**src/rtl/message_serializer_pkg.sv**
```systemverilog
// Shared definitions for the message serializer: controller state encoding,
// parameter legality check and counter sizing helper.
package message_serializer_pkg;

    localparam int STATE_W = 3;

    typedef enum logic [STATE_W-1:0] {
        ST_IDLE  = 3'd0,
        ST_INIT  = 3'd1,
        ST_HOLD  = 3'd2,
        ST_SHIFT = 3'd3,
        ST_DONE  = 3'd4
    } state_e;

    function automatic bit params_legal(input int data_w, input int shift_w,
                                        input int hold_cycles, input int lsb_first);
        bit ok;
        ok = 1'b1;
        if (shift_w < 1 || data_w < 1) begin
            ok = 1'b0;
        end else if ((data_w % shift_w) != 0) begin
            ok = 1'b0;
        end else begin
            ok = 1'b1;
        end
        if (hold_cycles < 2 || (lsb_first != 0 && lsb_first != 1)) begin
            ok = 1'b0;
        end else begin
            ok = ok;
        end
        return ok;
    endfunction

    // A counter over n values never shrinks below one bit, even for n == 1.
    function automatic int cnt_width(input int n);
        return (n <= 1) ? 1 : $clog2(n);
    endfunction

endpackage

```
**src/rtl/message_serializer_mod_counter.sv**
```systemverilog
// Modulo counter: counts 0..MAX while enabled, wraps to 0, flags co at MAX.
// Synchronous clear wins over enable.
module mod_counter #(
    parameter int WIDTH = 2,
    parameter int MAX   = 2
) (
    input  logic             clk,
    input  logic             rst,
    input  logic             clr,
    input  logic             en,
    output logic [WIDTH-1:0] cnt,
    output logic             co
);

    localparam logic [WIDTH-1:0] MAX_V = WIDTH'(MAX);

    // Count register with async active-low reset.
    always_ff @(posedge clk or negedge rst) begin
        if (!rst) begin
            cnt <= '0;
        end else if (clr) begin
            cnt <= '0;
        end else if (en) begin
            if (co) begin
                cnt <= '0;
            end else begin
                cnt <= cnt + WIDTH'(1);
            end
        end else begin
            cnt <= cnt;
        end
    end

    assign co = (cnt == MAX_V);

endmodule

```
**src/rtl/message_serializer.sv**
```systemverilog
// Captures a DATA_W-bit message on start and presents it as NSYM symbols of
// SHIFT_W bits, each held HOLD_CYCLES clocks; done pulses after the last one.
module message_serializer
    import message_serializer_pkg::*;
#(
    parameter int DATA_W      = 8,
    parameter int SHIFT_W     = 1,
    parameter int HOLD_CYCLES = 4,
    parameter int LSB_FIRST   = 0
) (
    input  logic               clk,
    input  logic               rst,
    input  logic               start,
    input  logic [DATA_W-1:0]  msg_in,
    input  logic               abort,
    output logic [SHIFT_W-1:0] ser_out,
    output logic               ser_valid,
    output logic               sym_last,
    output logic               busy,
    output logic               done
);

    localparam int NSYM   = DATA_W / SHIFT_W;
    localparam int HOLD_W = $clog2(HOLD_CYCLES);
    localparam int SYM_W  = cnt_width(NSYM);

    if (!params_legal(DATA_W, SHIFT_W, HOLD_CYCLES, LSB_FIRST)) begin : g_param_check
        $error("message_serializer: illegal DATA_W/SHIFT_W/HOLD_CYCLES/LSB_FIRST");
    end

    state_e              state_q;
    logic [DATA_W-1:0]   shreg_q;
    logic [DATA_W-1:0]   shifted_s;
    logic                hold_clr_s;
    logic                hold_en_s;
    logic                hold_co_s;
    logic                sym_clr_s;
    logic                sym_en_s;
    logic                sym_co_s;
    logic [SYM_W-1:0]    sym_cnt_unused_s;
    logic [HOLD_W-1:0]   hold_cnt_unused_s;

    // Hold counter ends each symbol's HOLD phase one cycle early; SHIFT is the last cycle.
    mod_counter #(.WIDTH(HOLD_W), .MAX(HOLD_CYCLES - 2)) u_hold_cnt (
        .clk (clk),
        .rst (rst),
        .clr (hold_clr_s),
        .en  (hold_en_s),
        .cnt (hold_cnt_unused_s),
        .co  (hold_co_s)
    );

    mod_counter #(.WIDTH(SYM_W), .MAX(NSYM - 1)) u_sym_cnt (
        .clk (clk),
        .rst (rst),
        .clr (sym_clr_s),
        .en  (sym_en_s),
        .cnt (sym_cnt_unused_s),
        .co  (sym_co_s)
    );

    // Counter controls; an abort clears both counters.
    always_comb begin
        hold_clr_s = 1'b0;
        hold_en_s  = 1'b0;
        sym_clr_s  = 1'b0;
        sym_en_s   = 1'b0;
        case (state_q)
            ST_INIT: begin
                hold_clr_s = 1'b1;
                sym_clr_s  = 1'b1;
            end
            ST_HOLD: begin
                if (abort) begin
                    hold_clr_s = 1'b1;
                    sym_clr_s  = 1'b1;
                end else begin
                    hold_en_s  = 1'b1;
                end
            end
            ST_SHIFT: begin
                if (abort) begin
                    hold_clr_s = 1'b1;
                    sym_clr_s  = 1'b1;
                end else begin
                    hold_clr_s = 1'b1;
                    sym_en_s   = 1'b1;
                end
            end
            default: begin
                hold_clr_s = 1'b0;
            end
        endcase
    end

    // Zero-fill shift that moves the next symbol into the output slot.
    always_comb begin
        if (LSB_FIRST != 0) begin
            shifted_s = shreg_q >> SHIFT_W;
        end else begin
            shifted_s = shreg_q << SHIFT_W;
        end
    end

    // Controller FSM and message shift register.
    always_ff @(posedge clk or negedge rst) begin
        if (!rst) begin
            state_q <= ST_IDLE;
            shreg_q <= '0;
        end else begin
            case (state_q)
                ST_IDLE: begin
                    if (start && !abort) begin
                        shreg_q <= msg_in;
                        state_q <= ST_INIT;
                    end else begin
                        state_q <= ST_IDLE;
                    end
                end
                ST_INIT, ST_HOLD: begin
                    if (abort) begin
                        shreg_q <= '0;
                        state_q <= ST_IDLE;
                    end else if (state_q == ST_INIT) begin
                        state_q <= ST_HOLD;
                    end else if (hold_co_s) begin
                        state_q <= ST_SHIFT;
                    end else begin
                        state_q <= ST_HOLD;
                    end
                end
                ST_SHIFT: begin
                    if (abort) begin
                        shreg_q <= '0;
                        state_q <= ST_IDLE;
                    end else begin
                        shreg_q <= shifted_s;
                        state_q <= sym_co_s ? ST_DONE : ST_HOLD;
                    end
                end
                ST_DONE: begin
                    state_q <= ST_IDLE;
                end
                default: begin
                    state_q <= ST_IDLE;
                end
            endcase
        end
    end

    // Output slot is the end of the register the shift moves away from.
    always_comb begin
        if (LSB_FIRST != 0) begin
            ser_out = shreg_q[SHIFT_W-1:0];
        end else begin
            ser_out = shreg_q[DATA_W-1 -: SHIFT_W];
        end
    end

    assign ser_valid = (state_q == ST_HOLD) || (state_q == ST_SHIFT);
    assign sym_last  = ser_valid && sym_co_s;
    assign busy      = (state_q != ST_IDLE);
    assign done      = (state_q == ST_DONE);

endmodule
```
**config.mk**
```make
export PLATFORM = sky130hd
export DESIGN_NAME = message_serializer
export DESIGN_NICKNAME = d
export VERILOG_FILES = /design/src/rtl/message_serializer_pkg.sv /design/src/rtl/message_serializer_mod_counter.sv /design/src/rtl/message_serializer.sv
export SDC_FILE = /design/constraint.sdc
export NUM_CORES = 1
export LEC_CHECK = 0
export CAP_MARGIN = 20
export CORE_MARGIN = 10
export CORE_UTILIZATION = 47
export CTS_BUF_LIST = sky130_fd_sc_hd__clkbuf_8
export DETAILED_ROUTE_END_ITERATION = 12
export PLACE_DENSITY = 0.77
export SLEW_MARGIN = 0
export SYNTH_ARGS = -nofsm -noshare
export SYNTH_HDL_FRONTEND = slang
export SYNTH_HIERARCHICAL = 1
export SYNTH_SLANG_ARGS = --single-unit
```
**constraint.sdc**
```tcl
create_clock -name clk -period 1.6 [get_ports clk]
set_input_delay 0.32 -clock clk [delete_from_list [all_inputs] [get_ports clk]]
set_output_delay 0.32 -clock clk [all_outputs]
set_load 0.02 [all_outputs]
```
# After elaboration in Yosys (flattened, before gate mapping)
# Cells that the tools add are included.
[word_totals] output_inout_bits=5 regBits=16 input_bits=12 latch_bits=0 word_cells=50 mem_count=0 romBits=0 ram_bits=0
[op_classes] div=0 eq_ne=8 n_shift=0 magnitude_cmp=0 addsub=2 multipliers=0 n_mux=23 reduce_logical=13 bitwise_logic=0
[ops] operator="$mux 8" n=3
[ops] operator="$pmux 8 s3" n=1
[ops] operator="$mux 3" n=5
[ops] operator="$pmux 3 s3" n=1
[ops] operator="$mux 2" n=4
[ops] operator="$mux 1" n=7
[ops] operator="$eq 3x2->1 const B" n=2
[ops] operator="$eq 3x3->1 const B" n=2
[ops] operator="$reduce_bool 3->1" n=2
[ops] operator="$reduce_or 2->1" n=3
[ops] operator="$ne 2x2->1 const B" n=2
[ops] operator="$pmux 1 s2" n=2
[ops] operator="$reduce_bool 2->1" n=2
[ops] operator="$add 3x1->3 const B" n=1
[ops] operator="$eq 3x1->1 const B" n=1
[ops] operator="$logic_not 3->1" n=1
[ops] operator="$reduce_and 3->1" n=1
[ops] operator="$add 2x1->2 const B" n=1
[ops] operator="$eq 2x2->1 const B" n=1
[ops] operator="$logic_and 1x1->1" n=2
[ops] operator="$logic_not 1->1" n=1
[ops] operator="$logic_or 1x1->1" n=1

# Longest topological paths before layout
# Gate-level depths: netlist of run 1.
[depth] depth_word=5 mapped_depth=5 mapped_depth_nobuf=4

# By module
# The synthesis of run 1 kept the hierarchy.
[modules_own_cells] mod="message_serializer" area_each_um2=613.1 cells_each=54 n_inst=1 seq_area_each_um2=275.3
[modules_own_cells] mod="mod_counter at u_sym_cnt" area_each_um2=151.4 cells_each=12 n_inst=1 seq_area_each_um2=75.1
[modules_own_cells] mod="mod_counter at u_hold_cnt" area_each_um2=95.1 cells_each=9 n_inst=1 seq_area_each_um2=50.0

# Worst setup path after synthesis of run 1
# OpenSTA, ideal clock, no wires.
[synth_path] path_type="register -> register" startpoint="register state_q[1]" endpoint="register u_hold_cnt.cnt[0]" stages_incl_launch_ff=6 setup_ps=77 n_path_buf=1 t_required_ps=1523 arrival_ps=1826 period_less_slack_ps=1904 slack_ps=-304 path_cell_list="dfrtp_1 > clkbuf_1 > nor2b_1 > nor3b_1 > or3b_1 > a21oi_1"
[synth_between] word_cells_on_any_way=8 cone_classes="eq/ne (3); mux (3); reduce/logical (2)"
[synth_lines] item="from (decl)" line="message_serializer.sv:31" rtl="state_e state_q;"
[synth_lines] item="from (signal assigned)" line="message_serializer.sv:138" rtl="state_q <= sym_co_s ? ST_DONE : ST_HOLD;"
[synth_lines] item="$eq 3x2->1" line="message_serializer.sv:68" rtl="case (state_q)"
[synth_lines] item="$mux 1" line="message_serializer.sv:68"
[synth_lines] item="via hold_en_s" line="message_serializer.sv:35" rtl="logic hold_en_s;"
[synth_lines] item="$reduce_bool 2->1 (no source line)"
[synth_lines] item="to (signal assigned)" line="message_serializer_mod_counter.sv:27" rtl="cnt <= cnt + WIDTH'(1);"
[synth_lines] item="to (signal assigned)" line="message_serializer_mod_counter.sv:30" rtl="cnt <= cnt;"
[synth_lines] item="to (decl)" line="message_serializer_mod_counter.sv:11" rtl="output logic [WIDTH-1:0] cnt,"
# The timed path passes the listed nets, and every way through them passes these cells.
# A chain may end at the register's enable or synchronous reset.

# Worst setup path after layout of run 1
[layout_path] startpoint="register state_q[1]" endpoint="register shreg_q[2]"
[layout_between] elab_chain_cells=4 word_cells_on_any_way=10 cone_classes="eq/ne (5); mux (1); reduce/logical (4)"
[layout_lines] item="$eq 3x1->1 / $eq 3x2->1 (equally long branches)" line="message_serializer.sv:111" rtl="case (state_q)"
[layout_lines] item="$reduce_or 2->1" line="message_serializer.sv:111"
[layout_lines] item="$ne 2x2->1 (no source line) / $reduce_bool 3->1 (equally long branches)"
[layout_lines] item="$reduce_and 3->1 (no source line)"
[layout_lines] item="to (signal assigned)" line="message_serializer.sv:114" rtl="shreg_q <= msg_in;"
[layout_lines] item="to (signal assigned)" line="message_serializer.sv:137" rtl="shreg_q <= shifted_s;"
[layout_lines] item="to (decl)" line="message_serializer.sv:32" rtl="logic [DATA_W-1:0] shreg_q;"
# Parallel ways exist; a longest one is shown, timed or not.

==> results of run 1 <==
flip-flops by register name (all words and copies together), names as in the netlist:
name	cells
state_q	3
shreg_q	8
u_hold_cnt/cnt	2
u_sym_cnt/cnt	3
cell type report:
class	instances	area, um2
repair buffers	31	279
flip-flops and latches	16	403
fillers	121	450
multi-input cells	53	500
clock buffers	4	55.1
inverters	2	7.51
well taps	25	31.3
placed cells by master (no fill, tap or decap), drive strengths merged, types with 2 or more instances in the layout:
master / Yosys / final
inv: 2 / 2
and2: 2 / 2
a31oi: 2 / 2
nand2: 2 / 2
ha: 2 / 2
a21oi: 5 / 5
nor3b: 2 / 2
a22o: 7 / 7
o21ai: 2 / 2
clkdlybuf4s50: 0 / 10
or3b: 2 / 2
and4bb: 1 / 2
buf: 1 / 19
clkbuf: 4 / 4
nand2b: 3 / 3
nor2b: 2 / 2
mux2i: 4 / 4
nor2: 4 / 4
dlygate4sd2: 0 / 2
mux2: 7 / 7
dfrtp: 16 / 16
what timing repair did:
item | 4_1_cts | 5_1_grt
pin swaps | 2 | 3
hold buffers | 0 | 0
cloned | 0 | 1
endpoints found under the setup margin | 15 | 12
setup buffers | 2 | 1
gates resized for setup | 30 | 10
critical path, cell delays in order (launching register included):
cell and delay [ps]:
dfrtp_2 410, or4b_4 530, a31oi_4 170, buf_12 160, mux2_4 300
through the flow:
step | total power, uW | cell area, um2 | setup slack (ps) | cells | hold WS [ps]
finish | 1180 | 1280 | -73.5 | 131 | 376
global route | 1250 | 1280 | -168 | 131 | 399
CTS | 1180 | 1220 | -123 | 129 | 385
detailed placement | 761 | 1120 | -486 | 123 | 496
global placement | 748 | 1120 | -454 | 123 | 490
floorplan | 654 | 870 | -58.8 | 75 | 24.4
routing by layer:
layer / wire length (um) / GRT usage (%) / share of wire (%) / vias to the layer above
met2: 986 / 16.3 / 49 / 12
met1: 924 / 13.0 / 46 / 346
met5: 0 / 0 / 0 / -
met4: 38 / 6.98 / 1.9 / 0
li1: - / - / - / 336
met3: 62 / 2.69 / 3.1 / 5
power by group through the flow:
stage | clock network (uW) | registers [uW] | logic, uW
after floorplan | 0 | 511 | 144
after global placement | 0 | 512 | 236
after detailed placement | 0 | 516 | 244
after CTS | 370 | 510 | 296
after global routing | 393 | 519 | 333
final | 366 | 511 | 306
path summary, 6_finish.rpt:
path                                 start         end  slack (ps)
max in group asynchronous              rst  state_q[2]        1020
worst min-delay path                   rst  shreg_q[5]         380
worst max register to register  state_q[1]  shreg_q[2]         -70
worst min register to register  shreg_q[3]  shreg_q[3]         510
min in group clk                shreg_q[3]  shreg_q[3]         510
worst max-delay path            state_q[1]  shreg_q[2]         -70
cell families (layout without fill, tap and decap cells):
family | after synthesis | count (layout) | synth area share (%)
buf+inv | 7 | 37 | 4.08
flops | 16 | 16 | 46.6
compound gates | 17 | 17 | 15.7
simple gates | 22 | 23 | 16.9
fa+ha+maj | 2 | 2 | 2.91
mux | 11 | 11 | 13.8
synthesized netlist by cell type, types with 3 or more instances:
cell      number
dfrtp_1       16
nor2_1         4
mux2_2         7
a21oi_1        4
clkbuf_1       3
a22o_1         7
mux2i_1        4
nand2b_1       3
==> metrics.cfg, run 1 <==
[floorplan]
core_um2=1730
ios=17
dieArea_um2=3940
row_count=15
start_util_pct=49.8
fp.dieH_um=62.8
die_w_um=62.8

[logic_synthesis]
synth_edf_count=0
async_flop_share_pct=100
synth_top_area_share_pct=46.6
postSynthCellCount=75
ys_warn_count=6
synth_area_um2=860
synth_cell_types=27
synthTopCellsByArea=dfrtp_1, mux2_2, a22o_1, mux2i_1, ha_1
syn-num-nets=89
ys_ff_latch=16
synth_top_area_cell=dfrtp_1
ys.flop_type=dfrtp_1
synth.avg_cell_area_um2=11.5
seq_area_frac_synth_pct=46.6

[global_route]
antenna_found_initial=0
grt_remaining_overflow=0
grt_pass1_wl_um=3460
grt_pass1_vias=731
gr-usage-all-layers_pct=10.7
grt_max_degree=17

[timing]
worst_pin_slew_ps=432
maxSlewHeadroom_pct=71.2
drv_slew=0
post-route-min-period_ps=1670
hold_violations=0
setup_ws_ps=-73.5
rsz0062_at_grt=yes
finalClockSkew_ps=4.47
max_freq_ghz=0.598
setup_viol=9
period_share_pct=105
finalSetupTns_ps=-608

[worst_hold_path]
hold_class=primary input to asynchronous set/reset pin

[worst_setup_path]
critical_path_class=flop to flop
cp.arrival_ps=1820
end_kind=flop
ff2ff_path_depth=4
cp_max_fo=8
startpoint_type=flop
required_ps=1740

[pwr]
p_int_uw=878
switching_share_pct=25.7
powerDensity_nw_per_um2=927
pwr-share-comb_pct=25.8
p_seq_share_pct=43.2
p_clk_share_pct=30.9
p_sw_uw=304
p_leak_uw=0.000580
ir_worst_vdd_v=0.000603

[run]
max_cap_violations=0

[cts]
cts_made_buffers=3
cts.root.buffer_cell=clkbuf_8
clk_pin_slew_ps=70
cts_max_level=1
tritoncts=built
clk_latency_ps=250
clock_path_buffers=2
cts.sinks=16

[layout]
drive_gt1_share_pct=40.6
final_net_count=121
diodes=0
fin_util_pct=73.9
area_growth_pct=48.5

[route]
dr.pass1.iters=2
wl_per_cell_um=15.4
finalWirelength_um=2010
drtIter0Drc=3
antenna_left=0
vias=699
drc=0
via_per_inst=5.34

[status]
status=finished with violations
violations=negative setup slack

[place]
numPortBuffers=16
dp_hpwl_um=1290
gp_congestion=0.699

Power figures use the tool's default switching activity.
==> inputs of run 2 (changes only) <==
--- a/config.mk
+++ b/config.mk
@@ -7,5 +7,5 @@
 export LEC_CHECK = 0
 export CAP_MARGIN = 20
-export CORE_MARGIN = 10
+export CORE_MARGIN = 8
 export CORE_UTILIZATION = 47
 export CTS_BUF_LIST = sky130_fd_sc_hd__clkbuf_8
==> constraint.sdc (replaced) <==
create_clock -name clk -period 1.6 [get_ports clk]
set_input_delay 0.16 -clock clk [delete_from_list [all_inputs] [get_ports clk]]
set_output_delay 0.16 -clock clk [all_outputs]
set_load 0.02 [all_outputs]
==> metrics.cfg, run 2 (synthesized netlist as in run 1, its figures left out) <==
[status]
status=finished with violations
violations=negative setup slack

[worst_setup_path]
slowest_delay_ps=530  ; about the same
path_delay_family=simple AND/OR/NAND/NOR gates
path_cells=or4b_4, a31oi_4, buf_12, mux2_4
required_ps=1730  ; about the same
cp_max_fo=8  ; unchanged
cp_num_buf_inv=1  ; unchanged
critical_path_class=flop to flop
slowest_stage=or4b_4
end_kind=flop
startpoint_type=flop
cp.arrival_ps=1780  ; -40 ps

[layout]
final_net_count=118  ; -2.5%
drive_gt1_share_pct=31.1  ; -9.5 points
mostFrequentLayoutCells=dfrtp_1, clkdlybuf4s50_1, buf_4
top_register=shreg_q
fin_cells=128  ; -2.3%
reg_top3=shreg_q x8, state_q x3, u_sym_cnt/cnt x3
nFillCells=145  ; +20%
mostFrequentLayoutCell=dfrtp_1
area_growth_pct=41.0
diodes=0  ; unchanged
largest_reg_flops=8  ; unchanged

[place]
place_ws_ps=-346  ; +140 ps
gp_congestion=0.670  ; -4.1%
numPortBuffers=16  ; unchanged
dp_hpwl_um=1280  ; -0.96%
dp_cells=123  ; unchanged

[global_route]
grt_max_degree=17  ; unchanged
grt_pass1_vias=683  ; -6.6%
grt_pass1_wl_um=3080  ; -11%
gr-usage-all-layers_pct=11.5  ; +0.81 points
grt_remaining_overflow=0  ; unchanged
antenna_found_initial=0  ; unchanged

[timing]
maxSlewHeadroom_pct=77.2  ; +6.0 points
worst_pin_slew_ps=338  ; -93.6 ps
setup_viol=7  ; -2
rsz0062_at_grt=yes
period_share_pct=103  ; -1.5 points
max_freq_ghz=0.606  ; +1.5%
finalClockSkew_ps=2.86  ; -1.61 ps
hold_violations=0  ; unchanged
post-route-min-period_ps=1650  ; -24.5 ps
drv_slew=0  ; unchanged
setup_ws_ps=-49.0  ; +24.5 ps

[floorplan]
dieArea_um2=3450  ; -12%
start_util_pct=49.8  ; unchanged
row_count=15  ; unchanged
die_w_um=58.8  ; -6.4%
ios=17  ; unchanged
fp.dieH_um=58.8  ; -6.4%
core_um2=1730  ; unchanged

[cts]
tritoncts=built
cts.root.buffer_cell=clkbuf_8
cts.sinks=16  ; unchanged
clk_pin_slew_ps=60  ; about the same
cts_max_level=1  ; unchanged
clk_latency_ps=240  ; about the same
cts_made_buffers=3  ; unchanged
clock_path_buffers=2  ; unchanged
hold_buffers=0  ; unchanged

[route]
antenna_left=0  ; unchanged
drc=0  ; unchanged
wl_per_cell_um=14.6  ; -5.1%
via_per_inst=5.21  ; -2.3%
dr.pass1.iters=4  ; +2
drtIter0Drc=8  ; +5
vias=667  ; -4.6%
finalWirelength_um=1870  ; -7.3%

[pwr]
pwr-share-comb_pct=25.7  ; about the same
ir_worst_vdd_v=0.000732  ; +21%
p_int_uw=871  ; -0.86%
p_leak_uw=0.000563  ; -2.9%
p_seq_share_pct=43.9  ; +0.7 points
switching_share_pct=24.9  ; -0.82 points
p_clk_share_pct=30.5  ; -0.4 points
powerDensity_nw_per_um2=957  ; +3.2%
p_sw_uw=289  ; -5.1%
power.total_uw=1160  ; -1.9%

[worst_hold_path]
hold_class=primary input to asynchronous set/reset pin

[run]
max_cap_violations=0  ; unchanged

## run 2: stage by stage
step                      setup TNS [ps]  hold WS, ps  utilization, %  cell area (um2)
after floorplan                     -222         -136               -              873
after global placement             -2920          490            65.1             1120
after detailed placement           -3040          496            65.1             1120
after CTS                           -515          234            70.3             1210
after global routing                -632          247            70.2             1210
final                               -305          227            70.2             1210
## run 2: layer usage
| metal | wire length (um) | share of wire, % | global-route usage (%) | vias up |
|---|---|---|---|---|
| li1 | - | - | - | 327 |
| met1 | 800 | 43 | 13.8 | 329 |
| met2 | 993 | 53 | 19.2 | 9 |
| met3 | 60 | 3.2 | 3.04 | 2 |
| met4 | 10 | 0.54 | 4.10 | 0 |
| met5 | 0 | 0 | 0 | - |
## run 2: area by class of cell
| class | instances | area (um2) | share of cell area (%) |
|---|---|---|---|
| clock buffers | 4 | 55.1 | 4.54 |
| inverters | 2 | 7.51 | 0.619 |
| multi-input cells | 52 | 458 | 37.8 |
| flip-flops and latches | 16 | 402 | 33.1 |
| well taps | 25 | 31.3 | 2.58 |
| repair buffers | 29 | 259 | 21.4 |
## run 2: power by group through the flow
stage / combinational [uW] / sequential [uW] / clock [uW]
CTS: 291 / 505 / 359
global placement: 250 / 508 / 0
detailed placement: 257 / 511 / 0
floorplan: 148 / 511 / 0
finish: 298 / 509 / 353
global route: 325 / 516 / 377
## run 2: what timing repair did
action | in CTS | in global routing
gates resized for setup | 11 | 6
setup endpoints to repair | 12 | 11
buffers inserted | 1 | 0
gates cloned | 0 | 0
pin swaps | 1 | 2
endpoints found under the hold margin | 0 | 0
## run 2: final timing paths
check	from	end	slack (ps)	cells after the start
max in group asynchronous	rst	state_q[2]	1180	2
min	rst	shreg_q[0]	230	2
max	state_q[1]	shreg_q[7]	-50	4
min reg2reg	shreg_q[3]	shreg_q[3]	510	1
min in group clk	msg_in[0]	shreg_q[0]	480	3
max reg2reg	state_q[1]	shreg_q[7]	-50	4
